File: config.mk
export PLATFORM = sky130hd
export DESIGN_NAME = apb_cmd_master
export DESIGN_NICKNAME = d
export VERILOG_FILES = /design/src/rtl/apb_cmd_pkg.sv /design/src/rtl/apb_cmd_master.sv
export SDC_FILE = /design/constraint.sdc
export NUM_CORES = 1
export LEC_CHECK = 0
export ABC_AREA = 1
export ABC_CLOCK_PERIOD_IN_PS = 5200
export BUFFER_PORTS_ARGS = -buffer_cell sky130_fd_sc_hd__buf_4
export CAP_MARGIN = 20
export CORE_ASPECT_RATIO = 1.5
export CORE_UTILIZATION = 50
export CTS_CLUSTER_DIAMETER = 150
export DETAILED_ROUTE_END_ITERATION = 12
export PLACE_DENSITY = 0.95
export SYNTH_ARGS = -nofsm -noshare
export SYNTH_HDL_FRONTEND = slang
export SYNTH_SLANG_ARGS = --single-unit
export TNS_END_PERCENT = 30
File: constraint.sdc
create_clock -name PCLK -period 5.2 [get_ports PCLK]
set_clock_uncertainty 0.1 [all_clocks]
set_input_delay 0.26 -clock PCLK [delete_from_list [all_inputs] [get_ports PCLK]]
set_output_delay 0.26 -clock PCLK [all_outputs]
set_load 0.05 [all_outputs]
File: src/rtl/apb_cmd_pkg.sv
// Shared types and constants for the APB command requester and the register
// slaves it drives (ID and R/W register block).
package apb_cmd_pkg;

  typedef enum logic [1:0] {
    ST_IDLE   = 2'd0,
    ST_SETUP  = 2'd1,
    ST_ACCESS = 2'd2,
    ST_RESP   = 2'd3
  } state_t;

  localparam logic [31:0] ID_ADDR  = 32'h0000_0000;
  localparam logic [31:0] RW_ADDR  = 32'h0000_0100;

  localparam logic [31:0] RST_ADDR = 32'h0000_0000;
  localparam logic [31:0] RST_DATA = 32'h0000_0000;

endpackage

File: src/rtl/apb_cmd_master.sv
// Single-outstanding APB3 requester: one valid/ready command becomes one
// SETUP/ACCESS transfer, answered by one valid/ready response.
module apb_cmd_master
  import apb_cmd_pkg::*;
#(
  parameter int unsigned TIMEOUT = 16
) (
  input  logic        PCLK,
  input  logic        PRESETn,
  input  logic        cmd_valid,
  output logic        cmd_ready,
  input  logic [31:0] cmd_addr,
  input  logic [31:0] cmd_wdata,
  input  logic        cmd_write,
  output logic        rsp_valid,
  input  logic        rsp_ready,
  output logic [31:0] rsp_rdata,
  output logic        rsp_err,
  output logic [31:0] PADDR,
  output logic [31:0] PWDATA,
  output logic        PWRITE,
  output logic        PSEL,
  output logic        PENABLE,
  input  logic [31:0] PRDATA,
  input  logic        PREADY
);

  localparam int unsigned CW = (TIMEOUT > 0) ? $clog2(TIMEOUT + 1) : 1;
  // Counter value seen during ACCESS cycle number TIMEOUT (cycle 1 -> 0).
  localparam logic [CW-1:0] LAST_CNT = CW'((TIMEOUT > 0) ? TIMEOUT - 1 : 0);

  state_t          r_state;
  logic [CW-1:0]   r_cnt;
  logic            w_timeout;

  assign w_timeout = (TIMEOUT != 0) && (r_cnt == LAST_CNT);

  // NOTE: all state and outputs update with non-blocking assignments so every
  // register samples pre-edge values regardless of statement order.
  always_ff @(posedge PCLK or negedge PRESETn) begin
    if (!PRESETn) begin
      r_state   <= ST_IDLE;
      r_cnt     <= '0;
      cmd_ready <= 1'b0;
      rsp_valid <= 1'b0;
      rsp_rdata <= RST_DATA;
      rsp_err   <= 1'b0;
      PADDR     <= RST_ADDR;
      PWDATA    <= RST_DATA;
      PWRITE    <= 1'b0;
      PSEL      <= 1'b0;
      PENABLE   <= 1'b0;
    end else begin
      case (r_state)
        ST_IDLE: begin
          if (cmd_ready && cmd_valid) begin
            cmd_ready <= 1'b0;
            PADDR     <= cmd_addr;
            PWDATA    <= cmd_wdata;
            PWRITE    <= cmd_write;
            PSEL      <= 1'b1;
            r_state   <= ST_SETUP;
          end else begin
            cmd_ready <= 1'b1;
          end
        end

        ST_SETUP: begin
          PENABLE <= 1'b1;
          r_cnt   <= '0;
          r_state <= ST_ACCESS;
        end

        ST_ACCESS: begin
          // A slave answering in the final allowed cycle still completes normally.
          if (PREADY || w_timeout) begin
            rsp_rdata <= (PREADY && !PWRITE) ? PRDATA : RST_DATA;
            rsp_err   <= !PREADY;
            rsp_valid <= 1'b1;
            PSEL      <= 1'b0;
            PENABLE   <= 1'b0;
            r_state   <= ST_RESP;
          end else if (r_cnt != '1) begin
            r_cnt <= r_cnt + CW'(1);
          end
        end

        ST_RESP: begin
          if (rsp_ready) begin
            rsp_valid <= 1'b0;
            cmd_ready <= 1'b1;
            r_state   <= ST_IDLE;
          end
        end

        default: r_state <= ST_IDLE;
      endcase
    end
  end

endmodule

==> metrics.md <==
| Metric | Value |
|---|---|
| RSZ-0062 raised after global routing | `no` |
| Sequential area share after synthesis | `0.612` |
| Post-synthesis net count | `620` |
| Final core utilization | `0.738` |
| Fmax | `398 MHz` |
| Antenna violations before repair | `0` |
| Initial Util | `0.523` |
| Syn. warnings | `0` |
| Most frequent cells in the layout | `nand2_1 (304), buf_4 (205), dfrtp_1 (109), nand3_1 (36), inv_1 (13)` |
| CTS Root Cell | `clkbuf_16` |
| Setup TNS | `0 ns` |
| Num rows | `41` |
| CTS tree | `done` |
| Syn-to-layout area delta | `41.1%` |
| Drt total wl | `11,700 um` |
| Crit path time final | `2.52 ns` |
| Yosys cell types | `16` |
| Multi-input logic area | `1500 um2` |
| Slew headroom | `0.316` |
| Worst skew pair latency | `0.34 ns` |
| Mux contribution to synthesized area | `0` |
| GRT Util Overall | `0.261` |
| Global placement routability congestion | `0.789` |
| Clk slew on worst S/H paths | `0.07 ns` |
| Drt wl/cell | `14.4 um` |
| H-tree Lvls | `3` |
| Number of I/O pins | `204` |
| Worst Setup SP | `r_state[0]` |
| DIE HEIGHT | `118 um` |
| Via count | `4,084` |
| Final nets | `814` |
| Fillers | `650` |
| Maxcap violations | `0` |
| Worst reg2reg startpoint | `r_state[0]` |
| Critical Path Fanout Max | `67` |
| Cell area after synthesis | `4460 um2` |
| Post-route DRC | `0` |
| Status | `finished clean` |
| Largest net degree at the start of global routing | `68` |
| # clock sinks | `109` |
| Crit path capture type | `flip-flop` |
| Number of port buffers | `203` |
| Final period util | `0.484` |
| Compound-Gate Fraction of Synth Area | `0.00449` |
| Die boundary width | `79.1 um` |
| Simple-gate share of the synthesized area | `0.314` |
| Worst slew pin tran | `1.02 ns` |
| Worst hold path startpoint | `cmd_addr[11]` |
| Area leader, netlist | `dfrtp_1` |
| Ratio of cells with drive above 1 in the final layout | `0.323` |
| Max-slew violations | `0` |
| Place WS | `2.69 ns` |
| Synth top area share | `0.612` |
| Clock Path Buffers | `2` |
| Leakage | `3.65 nW` |
| Die ar. | `9300 um2` |
| Worst setup margin | `2.68 ns` |
| 1st-iter DRT viols | `331` |
| Fin Hold WS | `0.0181 ns` |
| Critical Setup Path Class | `reg -> reg` |
| Cells after synthesis | `512` |
| TritonCTS Buffers | `9` |
| # setup viols final | `0` |
| Hold Path Class | `in -> reg` |
| VDD IR max | `404 uV` |
| First-pass DRT Iterations | `4` |
| Critical Path Start Type | `flip-flop` |
| CTS resizes | `0` |
| Most common cell after layout, fill and taps aside | `nand2_1` |
| Post-Syn Area per Cell | `8.70 um2` |
| GRT overflow | `0` |
| Post-DP HPWL | `8710 um` |
| N_diodes | `0` |
| Fin. Hold Viols | `0` |
| Remaining antenna violation count | `0` |
| Yosys reg bits | `109` |
| Flip-flop and latch area | `2730 um2` |
| Core area | `8520 um2` |
| First-pass GRT wire length | `18,700 um` |
| Avg Vias per Cell | `5.00` |
| CP Data Required Time | `5.32 ns` |
| Adder-cell share of the synthesized area | `0.0168` |
| Signal arrival time at the worst endpoint | `2.64 ns` |
| Main combinational cell family by area after synthesis | `simple AND/OR/NAND/NOR gates` |
| Xor and xnor area share after synthesis | `0` |
| P per Cell Area | `712 nW/um2` |
| Most area-consuming cells after synthesis | `dfrtp_1 (61%), nand2_1 (26%), nand3_1 (4.0%)` |
| Vias in the first global route | `4,050` |
-- flip-flops by register name, summed over array words and instances (netlist names) --
signal	flops
PADDR	32
PWDATA	32
rsp_rdata	32
r_cnt	5
r_state	2
PENABLE	1
PSEL	1
PWRITE	1
cmd_ready	1
rsp_err	1
rsp_valid	1
-- layout make-up --
cell class,count,share of cell area
clock inverter,5,0.0123
inverter,17,0.0101
timing repair buffer,207,0.249
tap,107,0.0213
sequential,109,0.434
clock buffer,9,0.0358
multi-input combinational,362,0.238
-- cell families after synthesis --
logic type | after synthesis
adder cells (fa/ha/maj) | 6
flip-flops | 109
AND/OR/NAND/NOR | 352
buffers and inverters | 41
AO/OA/AOI/OAI | 4
-- synth_stat cells --
library cell  number
a21oi_1            2
buf_2             12
buf_4              7
buf_6              5
dfrtp_1          109
ha_1               6
inv_1             13
inv_2              4
nand2_1          304
nand2_2            1
nand3_1           36
nand4_1            3
nor2_1             4
nor2_2             1
nor2_4             3
o21ai_0            2
-- worst paths after layout --
path | to | slack [ns] | cells past startpoint
max | PWDATA[21] | 2.68 | 8
min | PADDR[11] | 0.02 | 3
max reg2reg | PWDATA[21] | 2.68 | 8
min reg2reg | PWDATA[10] | 0.37 | 2
max in group asynchronous | PWDATA[7] | 3.47 | 3
min in group asynchronous | rsp_rdata[11] | 0.37 | 2
-- critical path, stage by stage, from the launching register on --
cell and delay, ns:
dfrtp_1 0.40, inv_1 0.10, ha_1 0.21, inv_2 0.07, nor2_4 0.10, buf_4 0.51, inv_2 0.58, nand2_1 0.22
nand2_1 0.08
-- metal layers --
layer | vias to the layer above | share of wire | track usage | wire length [um]
met5 | - | 0 | 0 | 0
met4 | 0 | 0.041 | 0.134 | 476
met3 | 39 | 0.065 | 0.0550 | 765
met2 | 194 | 0.53 | 0.468 | 6200
met1 | 1901 | 0.37 | 0.280 | 4310
li1 | 1950 | - | - | -
-- report_power, final --
part / switching, W / internal (W)
logic: 0.00174 / 0.000662
clock network: 0.000278 / 0.000414
registers: 0.000204 / 0.00118
total: 0.00222 / 0.00225
-- stage by stage --
stage          power (W)  area [um2]  cells
2_1_floorplan    0.00304        4460    512
3_3_place_gp     0.00371        5960    800
3_5_place_dp     0.00379        5960    800
4_1_cts          0.00450        6270    815
5_1_grt          0.00470        6290    816
6_report         0.00448        6290    816
-- repair_timing --
item	in CTS	in global routing
endpoints found under the hold margin	51	0
buffers inserted	0	0
hold buffers	1	0
(Power assumes the default switching activity.)
